**src/rtl/jump_pkg.sv**
```systemverilog
//------------------------------------------------------------------------------
// Module : jump_pkg
// Brief  : Shared state encoding and datapath widths for the jump controller.
// Rev    : 1.0  initial release
//------------------------------------------------------------------------------
`default_nettype none

package jump_pkg;

  localparam int VY_W     = 12;
  localparam int H_ACC_W  = 24;
  localparam int DIST_W   = 11;
  localparam int HEIGHT_W = 9;

  typedef enum logic [1:0] {
    ST_IDLE = 2'd0,
    ST_ARM  = 2'd1,
    ST_FLY  = 2'd2,
    ST_DONE = 2'd3
  } jump_state_t;

endpackage

`default_nettype wire

```
**src/rtl/jump_tick_gen.sv**
```systemverilog
//------------------------------------------------------------------------------
// Module : jump_tick_gen
// Brief  : One-cycle frame tick on each rising edge of vsync.
// Rev    : 1.0  initial release
//------------------------------------------------------------------------------
`default_nettype none

module jump_tick_gen (
  input  logic clk_machine,
  input  logic rst_machine,
  input  logic i_vsync,
  output logic o_tick
);

  logic r_vsync_q;

  always_ff @(posedge clk_machine) begin
    if (rst_machine) begin
      r_vsync_q <= 1'b0;
    end else begin
      r_vsync_q <= i_vsync;
    end
  end

  assign o_tick = i_vsync & ~r_vsync_q;

endmodule

`default_nettype wire

```
**src/rtl/jump_trajectory_ctrl.sv**
```systemverilog
//------------------------------------------------------------------------------
// Module : jump_trajectory_ctrl
// Brief  : Steps one ballistic jump per frame tick; done/ack handshake on land.
//          Optional JUMP_AIRTIME_EN adds the o_air_ticks frame counter.
// Rev    : 1.0  initial release
//------------------------------------------------------------------------------
`default_nettype none

module jump_trajectory_ctrl
  import jump_pkg::*;
#(
  parameter int unsigned GRAVITY    = 1,
  parameter int unsigned DIST_STEP  = 3,
  parameter int unsigned DIST_MAX   = 2047,
  parameter int unsigned HEIGHT_MAX = 511
) (
  input  logic                clk_machine,
  input  logic                rst_machine,
  input  logic                i_jump_en,
  input  logic [VY_W-2:0]     i_jump_v_init,
  input  logic                i_vsync,
  output logic [DIST_W-1:0]   o_jump_dist,
  output logic [HEIGHT_W-1:0] o_jump_height,
  output logic                o_jump_done,
  output logic                o_busy
`ifdef JUMP_AIRTIME_EN
  ,
  output logic [7:0]          o_air_ticks
`endif
);

  localparam logic [VY_W:0]    c_gravity  = (VY_W+1)'(GRAVITY);
  localparam logic [DIST_W:0]  c_step     = (DIST_W+1)'(DIST_STEP);
  localparam logic [DIST_W:0]  c_dist_max = (DIST_W+1)'(DIST_MAX);
  localparam logic [H_ACC_W-1:0] c_h_max  = H_ACC_W'(HEIGHT_MAX);

  jump_state_t r_state;
  jump_state_t w_state_n;

  logic                      w_tick;
  logic                      w_step;
  logic                      w_land;
  logic [VY_W-1:0]           r_vy;
  logic [H_ACC_W-1:0]        r_h;
  logic [DIST_W-1:0]         r_dist;
  logic [HEIGHT_W-1:0]       r_height;
  logic                      r_done;
  logic                      r_busy;
  logic                      w_done_n;
  logic                      w_busy_n;

  logic [H_ACC_W-1:0]        w_h_n;
  logic                      w_h_le0;
  logic                      w_vy_le0;
  logic [VY_W:0]             w_vy_dec;
  logic [VY_W-1:0]           w_vy_n;
  logic [DIST_W:0]           w_dist_sum;
  logic [DIST_W-1:0]         w_dist_n;
  logic [HEIGHT_W-1:0]       w_height_n;

  jump_tick_gen u_tick_gen (
    .clk_machine (clk_machine),
    .rst_machine (rst_machine),
    .i_vsync     (i_vsync),
    .o_tick      (w_tick)
  );

  // Trajectory arithmetic; sign tests use the MSB so every compare stays unsigned.
  always_comb begin
    w_h_n      = r_h + {{(H_ACC_W-VY_W){r_vy[VY_W-1]}}, r_vy};
    w_h_le0    = w_h_n[H_ACC_W-1] | (w_h_n == '0);
    w_vy_le0   = r_vy[VY_W-1] | (r_vy == '0);
    w_land     = w_vy_le0 & w_h_le0;
    w_vy_dec   = {r_vy[VY_W-1], r_vy} - c_gravity;
    w_vy_n     = (w_vy_dec[VY_W] != w_vy_dec[VY_W-1]) ? {1'b1, {(VY_W-1){1'b0}}}
                                                       : w_vy_dec[VY_W-1:0];
    w_dist_sum = {1'b0, r_dist} + c_step;
    w_dist_n   = (w_dist_sum > c_dist_max) ? c_dist_max[DIST_W-1:0]
                                            : w_dist_sum[DIST_W-1:0];
    if (w_h_n[H_ACC_W-1]) begin
      w_height_n = '0;
    end else if (w_h_n > c_h_max) begin
      w_height_n = c_h_max[HEIGHT_W-1:0];
    end else begin
      w_height_n = w_h_n[HEIGHT_W-1:0];
    end
  end

  always_ff @(posedge clk_machine) begin
    if (rst_machine) begin
      r_state <= ST_IDLE;
    end else begin
      r_state <= w_state_n;
    end
  end

  // Dropping i_jump_en wins over any same-cycle tick or landing.
  always_comb begin
    w_state_n = r_state;
    case (r_state)
      ST_IDLE: if (i_jump_en) w_state_n = ST_ARM;
      ST_ARM:  w_state_n = i_jump_en ? ST_FLY : ST_IDLE;
      ST_FLY: begin
        if (!i_jump_en) begin
          w_state_n = ST_IDLE;
        end else if (w_tick && w_land) begin
          w_state_n = ST_DONE;
        end
      end
      ST_DONE: if (!i_jump_en) w_state_n = ST_IDLE;
      default: w_state_n = ST_IDLE;
    endcase
  end

  always_comb begin
    w_busy_n = (w_state_n != ST_IDLE);
    w_done_n = (w_state_n == ST_DONE);
  end

  assign w_step = (r_state == ST_FLY) && (w_state_n != ST_IDLE) && w_tick;

  always_ff @(posedge clk_machine) begin
    if (rst_machine) begin
      r_busy <= 1'b0;
      r_done <= 1'b0;
    end else begin
      r_busy <= w_busy_n;
      r_done <= w_done_n;
    end
  end

  always_ff @(posedge clk_machine) begin
    if (rst_machine || (w_state_n == ST_IDLE)) begin
      r_vy     <= '0;
      r_h      <= '0;
      r_dist   <= '0;
      r_height <= '0;
    end else if (r_state == ST_ARM) begin
      r_vy     <= {1'b0, i_jump_v_init};
      r_h      <= '0;
      r_dist   <= '0;
      r_height <= '0;
    end else if (w_step) begin
      r_vy   <= w_vy_n;
      r_dist <= w_dist_n;
      if (w_land) begin
        r_h      <= '0;
        r_height <= '0;
      end else begin
        r_h      <= w_h_n;
        r_height <= w_height_n;
      end
    end
  end

`ifdef JUMP_AIRTIME_EN
  logic [7:0] r_air_ticks;

  always_ff @(posedge clk_machine) begin
    if (rst_machine || (w_state_n == ST_IDLE) || (r_state == ST_ARM)) begin
      r_air_ticks <= '0;
    end else if (w_step && (r_air_ticks != 8'hFF)) begin
      r_air_ticks <= r_air_ticks + 8'd1;
    end
  end

  assign o_air_ticks = r_air_ticks;
`endif

  assign o_jump_dist   = r_dist;
  assign o_jump_height = r_height;
  assign o_jump_done   = r_done;
  assign o_busy        = r_busy;

endmodule

`default_nettype wire
```
**config.mk**
```make
export PLATFORM = sky130hd
export DESIGN_NAME = jump_trajectory_ctrl
export DESIGN_NICKNAME = d
export VERILOG_FILES = /design/src/rtl/jump_pkg.sv /design/src/rtl/jump_tick_gen.sv /design/src/rtl/jump_trajectory_ctrl.sv
export SDC_FILE = /design/constraint.sdc
export NUM_CORES = 1
export LEC_CHECK = 0
export ABC_AREA = 1
export ABC_CLOCK_PERIOD_IN_PS = 3600
export CAP_MARGIN = 40
export CORE_MARGIN = 2
export CORE_UTILIZATION = 58
export DETAILED_ROUTE_END_ITERATION = 10
export GPL_TIMING_DRIVEN = 0
export HOLD_SLACK_MARGIN = 0.05
export PLACE_DENSITY_LB_ADDON = 0.15
export RECOVER_POWER = 100
export SYNTH_ARGS = -nofsm -noshare
export SYNTH_HDL_FRONTEND = slang
export SYNTH_SLANG_ARGS = --single-unit
```
**constraint.sdc**
```tcl
create_clock -name clk_machine -period 3.6 [get_ports clk_machine]
set_input_delay 1.08 -clock clk_machine [delete_from_list [all_inputs] [get_ports clk_machine]]
set_output_delay 1.08 -clock clk_machine [all_outputs]
set_load 0.01 [all_outputs]
```
==> flow_summary.yaml <==
min_path:
  hold_path_end: "o_jump_done$_SDFF_PP0_"
  holdPathStages: 2
  min_path_type: "register to register"
  holdCritStartpoint: "r_state[1]$_SDFF_PP0_"
yosys:
  synth_nets: 793
  synth_compound_area_share_pct: 12.3
  synth_top_area_cell: "dfxtp_1"
  synth_top_cell_area_share_pct: 27.0
  postSynth.asyncResetShare_pct: 0
  yosys_warnings: 0
  synth_top_family_by_area: "simple AND/OR/NAND/NOR gates"
  synth_cell_type_count: 34
  synth_ff_type: "dfxtp_1"
  synthTopCellsByCount: "nand2_1 (256), inv_1 (112), nor2_1 (73)"
  seq_area_frac_synth_pct: 27.0
  synth-simple-area-share_pct: 38.0
  syn-instance-count: 750
  syn_area_mm2: 0.00452
  ys_top_cells_by_area: "dfxtp_1 (27%), nand2_1 (21%), inv_1 (9.3%), a21oi_1 (7.5%), ha_1 (7.5%)"
  synthXorXnorAreaFrac_pct: 3.49
  synth_edf_count: 0
  synth_most_common_cell: "nand2_1"
  synth_mux_area_share_pct: 0
  syn_avg_cell_area_um2: 6.03
  synth-adder-area-share_pct: 7.92
  ys_ff_latch: 61
floorplanning:
  dieWidth_um: 92.3
  die_h_um: 92.3
  ioPinCount: 37
  dieArea_mm2: 0.00851
  start_util_pct: 59.1
  core-area_mm2: 0.00765
  num_rows: 32
sta:
  tns_ns: 0
  slew_violations: 0
  rsz0062_at_grt: "no"
  worst_pin_slew_ns: 0.855
  setup_violations: 0
  final_hold_viol_count: 0
  relSlewSlack_pct: 42.9
  fmax_mhz: 302
  period_needed_ns: 3.31
  fin_crit_sh_pct: 92.0
  fin_skew_ns: 0.0131
  whs_ns: 0.468
global_route:
  grt_overflow: 0
  grt_max_degree: 17
  grt_antenna_before_repair: 0
  grt_pass1_vias: 4567
  grt_pass1_wl_um: 20500
  grt.total_usage_pct: 30.5
clocking:
  tritoncts: "built"
  cts_buffers: 9
  cts-root-buf: "clkbuf_8"
  clock-sinks: 61
  clock_latency_ns: 0.36
  post_cts_resized: 0
  path_clk_slew_ns: 0.08
  post-cts-setup-buffers: 0
  cts_hold_buf: 0
  cts_htree_levels: 3
  cts.path.max_buffers: 2
routing:
  avgRoutedWirePerCell_um: 13.7
  wirelength_um: 12400
  drt_iter0_markers: 285
  drc: 0
  avgViaCountPerCell: 5.28
  num_vias: 4772
  ant_nets: 0
  drt_pass1_iterations: 5
critical_path:
  path_class: "register to register"
  cp_data_arrival_time_ns: 3.53
  r2r_end: "r_h[7]$_SDFFE_PP0P_"
  reg2reg_depth: 18
  crit_fanout: 16
  worstSetupEndpointType: "register"
  crit_start: "r_vy[11]$_SDFFE_PP0P_"
  r2r_start: "r_vy[11]$_SDFFE_PP0P_"
  critical_path_required_ns: 3.82
  start_kind: "register"
  reg2reg_setup_slack_ns: 0.29
place:
  gp_congestion: 0.988
  place_hpwl_um: 9430
  port_buffers: 36
job:
  max_cap_viol_count: 0
power_and_ir_drop:
  pwr_density_cell_mw_per_mm2: 292
  ir_drop_uv: 243
  p_leak_nw: 2.51
final_layout:
  antenna_cells: 0
  drive_gt1_share_pct: 4.24
  area_delta_synth_final_pct: 15.1
  final_nets: 840
outcome:
  outcome: "complete, no violations"
==> final cells by class <==
cell class | count | area, um^2
multi-input cells | 557 | 2790
fillers | 732 | 2440
flip-flops and latches | 61 | 1220
inverters | 116 | 435
repair buffers | 36 | 360
well taps | 102 | 128
clock buffers | 9 | 124
clock inverters | 7 | 75.1
plain buffers | 16 | 75.1
==> stage by stage <==
step / power (mW) / setup WS (ns) / util [%] / instances / instance area (um^2)
global route: 1.57 / 0.0468 / 68.0 / 904 / 5200
finish: 1.52 / 0.289 / 68.0 / 904 / 5200
global placement: 0.888 / 0.198 / 65.5 / 888 / 5010
floorplan: 0.833 / 1.11 / - / 750 / 4520
CTS: 1.52 / 0.372 / 68.1 / 904 / 5210
detailed placement: 0.892 / 0.167 / 65.5 / 888 / 5010
==> layer usage <==
layer | vias to the layer above | global-route usage, % | part of all wire (%)
met3 | 26 | 5.59 | 5.8
met1 | 2135 | 37.1 | 44
li1 | 2453 | - | -
met2 | 158 | 53.2 | 47
met5 | - | 0 | 0
met4 | 0 | 11.6 | 2.5
==> sequential cells by signal, indices dropped and copies added, names as in the netlist <==
register              cells
o_jump_dist              11
r_vy                     12
o_busy                    1
o_jump_height             9
r_h                      24
u_tick_gen.r_vsync_q      1
r_state                   2
o_jump_done               1
==> worst max-delay path, stage by stage (launching register included) <==
cell and delay, ns:
dfxtp_1 0.89, ha_1 0.42, nand2_1 0.17, inv_1 0.05
a21oi_1 0.20, nor2_1 0.10, nor2_1 0.14, nand2_1 0.07
nand2_1 0.07, nand2_1 0.05, nor2_1 0.12, nand2_1 0.13
nor2_4 0.16, nand2_1 0.09, nand2_1 0.13, nand2_4 0.09
buf_6 0.15, nand2_1 0.06, a21oi_1 0.07
==> placed cells by master (no fill, tap or decap), types with 2 or more instances in the layout <==
master           count
dlygate4sd3_1       24
xnor2_1              8
nor2_1              73
nand3b_1             6
nor2_4               4
dfxtp_1             61
nand4_1              8
clkbuf_8             9
a31oi_1              8
ha_1                27
nand2_1            257
a21o_1               3
a21oi_1             68
nor3_1               9
nor2_2               3
nand2_2              3
clkdlybuf4s50_1     12
buf_6                2
xor2_1              10
clkinvlp_4           3
clkbuf_1            14
a221oi_1             2
o21ai_0             17
inv_1              112
inv_2                3
nand3_1             40
==> worst max-delay path by stage <==
stage	slack, ns	cells after the start	endpoint
final	0.29	18	r_h[7]$_SDFFE_PP0P_
after global routing	0.05	18	r_h[16]$_SDFFE_PP0P_
after CTS	0.37	18	r_h[7]$_SDFFE_PP0P_
after detailed placement	0.17	9	r_h[16]$_SDFFE_PP0P_
after global placement	0.20	9	r_h[22]$_SDFFE_PP0P_
after floorplan	1.11	18	r_h[12]$_SDFFE_PP0P_
==> cell families after synthesis <==
kind of cell / count (synthesis)
buffers and inverters: 132
AND/OR/NAND/NOR: 408
AO/OA/AOI/OAI: 103
XOR/XNOR: 18
adder cells (fa/ha/maj): 28
flip-flops: 61
==> power by group <==
part / internal [mW] / total (mW) / switching, mW
clock network: 0.322 / 0.642 / 0.320
registers: 0.681 / 0.689 / 0.00789
logic: 0.0705 / 0.190 / 0.120
total: 1.07 / 1.52 / 0.448
No activity file was read; power rests on OpenSTA's default activity.
